## config.mk

```make
export PLATFORM = sky130hd
export DESIGN_NAME = updown_counter_fsm
export DESIGN_NICKNAME = d
export VERILOG_FILES = /design/src/rtl/updown_counter_fsm.sv
export SDC_FILE = /design/constraint.sdc
export NUM_CORES = 1
export LEC_CHECK = 0
export BUFFER_PORTS_ARGS = -buffer_cell sky130_fd_sc_hd__buf_2
export CAP_MARGIN = 20
export CORE_UTILIZATION = 43
export DETAILED_ROUTE_END_ITERATION = 12
export PLACE_DENSITY = 0.76
export REMOVE_ABC_BUFFERS = 1
export SYNTH_ARGS = -nofsm -noshare
export SYNTH_HDL_FRONTEND = slang
export SYNTH_SLANG_ARGS = --single-unit
```

## constraint.sdc

```tcl
create_clock -name clk -period 2.4 [get_ports clk]
set_clock_uncertainty 0.15 [all_clocks]
set_input_delay 0.48 -clock clk [delete_from_list [all_inputs] [get_ports clk]]
set_output_delay 0.48 -clock clk [all_outputs]
set_load 0.05 [all_outputs]
```

## src/rtl/updown_counter_fsm.sv

```systemverilog
// Parametrised up/down event counter with a small control FSM (IDLE/UP/DN/HALT).
// Boundary behaviour at 0 / MAX_VAL is selected by MODE: sticky halt, wrap or saturate.
module updown_counter_fsm #(
   parameter int WIDTH   = 8,
   parameter int MAX_VAL = 2**WIDTH-1,
   parameter int MODE    = 0
) (
   input  logic             clk,
   input  logic             reset,
   input  logic             act,
   input  logic             up_down,
   input  logic             clr,
   input  logic             load,
   input  logic [WIDTH-1:0] load_val,
   output logic [WIDTH-1:0] count,
   output logic             overflow,
   output logic             underflow,
   output logic [1:0]       state
);

   typedef enum logic [1:0] {
      IDLE = 2'd0,
      UP   = 2'd1,
      DN   = 2'd2,
      HALT = 2'd3
   } state_t;

   localparam logic [WIDTH-1:0] MAX_CNT  = WIDTH'(MAX_VAL);
   localparam logic [WIDTH-1:0] ONE      = WIDTH'(1);
   localparam logic             STICKY   = (MODE == 0);
   localparam logic             WRAP     = (MODE == 1);

   state_t st;

   // Loads above the terminal value are clamped so the count never leaves [0, MAX_VAL].
   function automatic logic [WIDTH-1:0] clamp_load(input logic [WIDTH-1:0] val);
      return (val > MAX_CNT) ? MAX_CNT : val;
   endfunction

   always_ff @(posedge clk or negedge reset) begin
      if (!reset) begin
         count     <= '0;
         overflow  <= 1'b0;
         underflow <= 1'b0;
         st        <= IDLE;
      end else if (clr) begin
         count     <= '0;
         overflow  <= 1'b0;
         underflow <= 1'b0;
         st        <= IDLE;
      end else if (load) begin
         count     <= clamp_load(load_val);
         overflow  <= 1'b0;
         underflow <= 1'b0;
         st        <= IDLE;
      end else if (st == HALT) begin
         // Sticky halt: everything frozen until clr, load or reset.
         st <= HALT;
      end else if (!act) begin
         st <= IDLE;
         if (!STICKY) begin
            overflow  <= 1'b0;
            underflow <= 1'b0;
         end
      end else if (up_down) begin
         underflow <= 1'b0;
         if (count < MAX_CNT) begin
            count    <= count + ONE;
            overflow <= 1'b0;
            st       <= UP;
         end else begin
            overflow <= 1'b1;
            if (STICKY) begin
               st <= HALT;
            end else begin
               st <= UP;
               if (WRAP) count <= '0;
            end
         end
      end else begin
         overflow <= 1'b0;
         if (count != '0) begin
            count     <= count - ONE;
            underflow <= 1'b0;
            st        <= DN;
         end else begin
            underflow <= 1'b1;
            if (STICKY) begin
               st <= HALT;
            end else begin
               st <= DN;
               if (WRAP) count <= MAX_CNT;
            end
         end
      end
   end

   assign state = st;

endmodule

```

==> results of run 1 <==
## final cells by class
cell class                      instances  share of cell area (%)
Timing Repair Buffer                   33                   16.27
Sequential cell                        12                   26.03
Tap cell                               27                   2.928
Clock buffer                            3                   1.952
Multi-Input combinational cell         79                   51.52
Inverter                                4                   1.302
## per-stage QoR
| step | power [mW] | hold slack, ns |
|---|---|---|
| after floorplan | 0.4248 | 0.03441 |
| after global placement | 0.5025 | 0.2187 |
| after detailed placement | 0.5119 | 0.2251 |
| after CTS | 0.6333 | 0.2892 |
| after global routing | 0.6640 | 0.2911 |
| final | 0.6286 | 0.2900 |
## power by group
group          internal [mW]  switching [mW]
combinational          0.111           0.159
clock                 0.0580          0.0609
sequential             0.217          0.0227
## metal layers
layer / track usage [%] / up-vias
li1: - / 439
met1: 27.42 / 420
met2: 31.25 / 25
met3: 2.830 / 2
met4: 5.882 / 0
met5: 0 / -
## cell families after synthesis
kind of cell | Yosys count | synth area share, %
fa+ha+maj | 7 | 10.17
flops | 12 | 32.13
mux | 5 | 5.355
xor+xnor | 6 | 5.622
buf+inv | 7 | 4.283
compound gates | 30 | 23.83
simple gates | 31 | 18.61
## registers in the layout, summed over array words and instances, names as in the netlist
register,count
count,8
state,2
overflow,1
underflow,1
## timing repair
| item | in CTS | in global routing |
|---|---|---|
| buffers inserted | 0 | 0 |
| hold buffers | 1 | 0 |
| hold endpoints to repair | 12 | 0 |
## how the worst max path moves through the flow
stage	start	end	slack, ns	cells after the start
5_1_grt	up_down	count[7]	0.08	8
6_report	count[1]	count[7]	0.21	6
3_5_place_dp	up_down	count[7]	-0.07	8
4_1_cts	count[1]	count[7]	0.21	6
3_3_place_gp	up_down	count[7]	-0.03	8
2_1_floorplan	count[1]	count[7]	0.01	6
## cells in the final DEF (no fill, tap or decap), types with 2 or more instances in the layout
cell type / Yosys / final
a211oi_1: 6 / 6
clkbuf_4: 0 / 3
a21oi_1: 8 / 8
inv_1: 4 / 4
buf_4: 2 / 7
nor2_1: 9 / 9
o21ai_0: 4 / 4
mux2i_1: 5 / 5
dfrtp_1: 12 / 12
nand4_1: 3 / 3
nand3_1: 2 / 2
or4_4: 2 / 2
xor2_1: 2 / 2
nor3_1: 2 / 2
ha_1: 6 / 6
buf_2: 0 / 25
xnor2_1: 4 / 4
a21o_1: 2 / 2
nand2_1: 7 / 7
## worst reg2reg max path: stages, from the launching register on
cell	delay [ns]
dfrtp_1	0.47
ha_1	0.33
a211oi_1	0.22
o21ai_1	0.12
and4_1	0.22
or4_1	0.52
nand3_1	0.10
==> impl_metrics.csv, run 1 <==
group,metric,value,unit
yosys,synth_ff_type,"dfrtp_1",
critical_path,crit_type,"register to register",
routing,route.met2.wl,1045,µm
timing,fin_crit_sh,91.45,%
global_routing,grt_pass1_wl,3553,µm
routing,drt_iter0_markers,14,
placed_design,dpl_cell_area,1121,µm²
min_path,hp-class,"primary input to register",
routing,drc,0,
yosys,yosys-top-cells-count,"12 x dfrtp_1, 9 x nor2_1, 8 x a21oi_1",
critical_path,r2r_start,"count[1]",
routing,highest_layer,"met4",
floorplanning,die_width,48.62,µm
clocking,cts_made_buffers,3,
timing,setup_viol,0,
critical_path,cp_data_required_time,2.45,ns
layout,stdcell_count,158,
critical_path,slowest_stage,"or4_1",
clocking,worstSkewPairLatency,0.27,ns
yosys,yosys_warnings,0,
min_path,hold_depth,3,
floorplanning,initial_utilization,46.69,%
clocking,htreeDepth,1,
pwr,powerDensity,544.9,nW/µm²
critical_path,start_kind,"register",
yosys,synth-edff-count,0,
job,drv_cap,0,
routing,via_per_inst,5.608,
yosys,synth_cell_types,35,
layout,final_layout_size_suffix_gt1_share,32.06,%
placed_design,gp_congestion,0.8019,
global_routing,track_usage,19.63,%
placed_design,dp_cells,154,
global_routing,grt_max_degree,13,
critical_path,end_kind,"register",
routing,routed_wl,2197,µm
pwr,p_leak,0.5716,nW
routing,wl_met1,1021,µm
floorplanning,dieArea,2364,µm²
critical_path,cp_slowest_stage_delay,0.52,ns
min_path,min_to,"count[2]",
layout,seq_area,300.3,µm²
yosys,syn-cell-area,934.6,µm²
layout,nets,154,
global_routing,grt_pass1_vias,774,
clocking,cts_resized,0,
pwr,ir_drop,0.2411,mV
routing,routedWlPerCell,13.91,µm
layout,synthToLayoutAreaGrowth,23.43,%
placed_design,port_buffers,25,
critical_path,crit_arrival,2.25,ns
run_status,status,"complete, no violations",
routing,num_vias,886,
clocking,cts.sinks,12,
critical_path,critPathBufInv,0,
layout,fillCellCount,197,
min_path,hp-start,"load_val[2]",
critical_path,path_cells,"ha_1 -> a211oi_1 -> o21ai_1 -> and4_1 -> or4_1 -> nand3_1",
layout,multi_input_area,594.3,µm²
routing,firstDrtPassIters,4,
routing,wl_met3,115,µm
timing,worst_pin_slew,0.6027,ns
yosys,synthArstFlopShare,100.0,%
floorplanning,fp.dieH,48.62,µm
yosys,synth.most_common_cell,"dfrtp_1",
yosys,synth_seq_cells,12,
floorplanning,num_rows,16,
critical_path,r2r-end,"count[7]",
timing,worst_slack,0.2052,ns
placed_design,place_hpwl,1786,µm
floorplanning,core,2002,µm²
critical_path,regToRegSetupSlack,0.21,ns
clocking,clk_path_buf_depth,2,
layout,final_util,57.63,%
timing,post-route-min-period,2.195,ns
yosys,ys_seq_area_share,32.13,%
clocking,clock-root-buffer,"clkbuf_4",
floorplanning,ios,26,
yosys,synth.largest_area_cell,"dfrtp_1",
timing,rsz0062_at_grt,"no",
yosys,netlist.area_leader.share,32.13,%
layout,stdcell_area,1154,µm²
placed_design,dp_slack,-0.07166,ns
yosys,yosys-top-cells-area,"dfrtp_1 32%, ha_1 8.0%, mux2i_1 5.4%, a211oi_1 4.8%, a21oi_1 4.3%",
global_routing,antenna_found_initial,0,
yosys,synth.avg_cell_area,9.537,µm²
timing,timing.fmax,0.4556,GHz
timing,finalSetupTns,0,ns
critical_path,critPathTopFamily,"simple AND/OR/NAND/NOR gates",
routing,drtAntennaViolNets,0,
critical_path,reg2reg_depth,6,
timing,relSlewSlack,59.69,%
global_routing,overflow,0,
clocking,tritoncts,"yes",
timing,timing.final.max_slew_violations,0,
yosys,synthCells,98,
layout,n_antenna_cell,0,
clocking,clk_pin_slew,0.07,ns
critical_path,path_max_fanout,6,
timing,hold_viol,0,
No activity file was read; power rests on OpenSTA's default activity.
==> inputs of run 2 (changes only) <==
CELL_PAD_IN_SITES_DETAIL_PLACEMENT = 1   (was unset)
CELL_PAD_IN_SITES_GLOBAL_PLACEMENT = 1   (was unset)
CORE_UTILIZATION = 38   (was 43)
PLACE_DENSITY = 0.86   (was 0.76)
==> impl_metrics.csv, run 2 (same netlist as run 1, synthesis figures left out) <==
group,metric,value,unit
timing,timing.fmax,0.4404,GHz
clocking,cts_setup_buffers,0,
clocking,cts.sinks,12,
routing,num_vias,944,
pwr,p_leak,0.5788,nW
layout,nets,156,
critical_path,end_kind,"register",
layout,final_layout_size_suffix_gt1_share,34.59,%
placed_design,gp_congestion,0.8379,
clocking,cts_made_buffers,3,
floorplanning,ios,26,
run_status,status,"complete, no violations",
layout,synthToLayoutAreaGrowth,25.30,%
routing,via_per_inst,5.863,
timing,post-route-min-period,2.271,ns
placed_design,dp_slack,-0.1701,ns
clocking,clock-root-buffer,"clkbuf_4",
placed_design,place_hpwl,2199,µm
job,drv_cap,0,
global_routing,antenna_found_initial,0,
critical_path,cp_data_required_time,2.45,ns
global_routing,track_usage,22.35,%
layout,layout_commonest_cell,"buf_2",
timing,rsz0062_at_grt,"no",
placed_design,port_buffers,25,
clocking,clk_path_buf_depth,2,
timing,hold_slack,0.3009,ns
timing,hold_viol,0,
layout,n_antenna_cell,0,
floorplanning,num_rows,17,
timing,setup_viol,0,
routing,routed_wl,2625,µm
timing,timing.final.max_slew_violations,0,
routing,firstDrtPassIters,4,
critical_path,r2r-end,"count[7]",
floorplanning,core,2255,µm²
routing,routedWlPerCell,16.30,µm
global_routing,grtUsageMet2,40.91,%
pwr,powerDensity,551.6,nW/µm²
floorplanning,fp.dieH,51.60,µm
critical_path,crit_arrival,2.32,ns
routing,drtAntennaViolNets,0,
global_routing,grt.busiest_layer,"met2",
critical_path,reg2reg_depth,6,
global_routing,grt_pass1_wl,4388,µm
global_routing,grt_pass1_vias,984,
placed_design,dp_cells,157,
critical_path,regToRegSetupSlack,0.13,ns
global_routing,use_met3,2.047,%
layout,stdcell_area,1171,µm²
timing,relSlewSlack,58.30,%
timing,fin_crit_sh,94.61,%
timing,worst_slack,0.1293,ns
critical_path,start_kind,"register",
layout,largest_register,"count",
critical_path,crit_path_start,"count[1]",
critical_path,path_max_fanout,6,
layout,stdcell_count,161,
global_routing,grt_max_degree,13,
clocking,clk_pin_slew,0.07,ns
clocking,htreeDepth,1,
clocking,tritoncts,"yes",
timing,worst_pin_slew,0.6234,ns
global_routing,overflow,0,
floorplanning,die_width,51.60,µm
floorplanning,dieArea,2662,µm²
routing,drt_iter0_markers,8,
routing,drc,0,
layout,final_cell_mix,"25 x buf_2, 11 x dfrtp_1, 9 x nor2_1, 9 x buf_4, 8 x a21oi_1",
min_path,hp-class,"primary input to register",
floorplanning,initial_utilization,41.45,%
pwr,ir_drop,0.2371,mV
global_routing,grtUsageMet1,26.99,%
critical_path,r2r_start,"count[1]",
clocking,worstSkewPairLatency,0.27,ns
layout,largest_reg_flops,8,
critical_path,timing.critical_path.to,"count[7]",
placed_design,dpl_cell_area,1137,µm²
critical_path,crit_type,"register to register",
## run 2: power by group
| group | total, mW | switching [mW] | internal (mW) | leakage, nW |
|---|---|---|---|---|
| sequential | 0.239 | 0.0224 | 0.217 | 0.157 |
| combinational | 0.285 | 0.168 | 0.118 | 0.407 |
| clock | 0.121 | 0.0633 | 0.0580 | 0.0138 |
| total | 0.646 | 0.254 | 0.392 | 0.579 |
## run 2: area by class of cell
class / instances / area (µm²)
clock buffers: 3 / 22.52
fillers: 296 / 1084
inverters: 4 / 15.01
multi-input cells: 79 / 594.3
flip-flops and latches: 12 / 301.5
well taps: 28 / 35.03
repair buffers: 35 / 202.7
## run 2: what timing repair did
action,4_1_cts,5_1_grt
gates resized for setup,0,2
hold buffers,1,0
setup endpoints to repair,0,1
endpoints found under the hold margin,12,0
## run 2: layer usage
metal  share of wire (%)  vias up
met5                   0        -
met4                 1.6        0
met3                 3.3        6
met2                  51       27
met1                  44      470
li1                    -      441
## run 2: stage by stage
stage	power (mW)	TNS (ns)	utilization [%]
finish	0.6459	0	51.94
detailed placement	0.5267	-0.2803	50.44
global placement	0.5116	-0.05578	50.44
global route	0.6858	0	51.94
CTS	0.6488	0	51.89
floorplan	0.4248	0	-
## run 2: critical path, cell delays in order (launching register included)
cell and delay, ns:
dfrtp_2 0.46, ha_1 0.31, a211oi_1 0.25, o21ai_1 0.14
and4_1 0.22, or4_1 0.55, nand3_1 0.12
## run 2: worst min-delay path by stage
stage	from	depth (start not counted)	to
floorplan	reset	0	count[0]
global placement	reset	1	count[0]
detailed placement	reset	1	state[1]
CTS	load_val[2]	3	count[2]
global route	load_val[2]	3	count[2]
finish	load_val[2]	3	count[2]
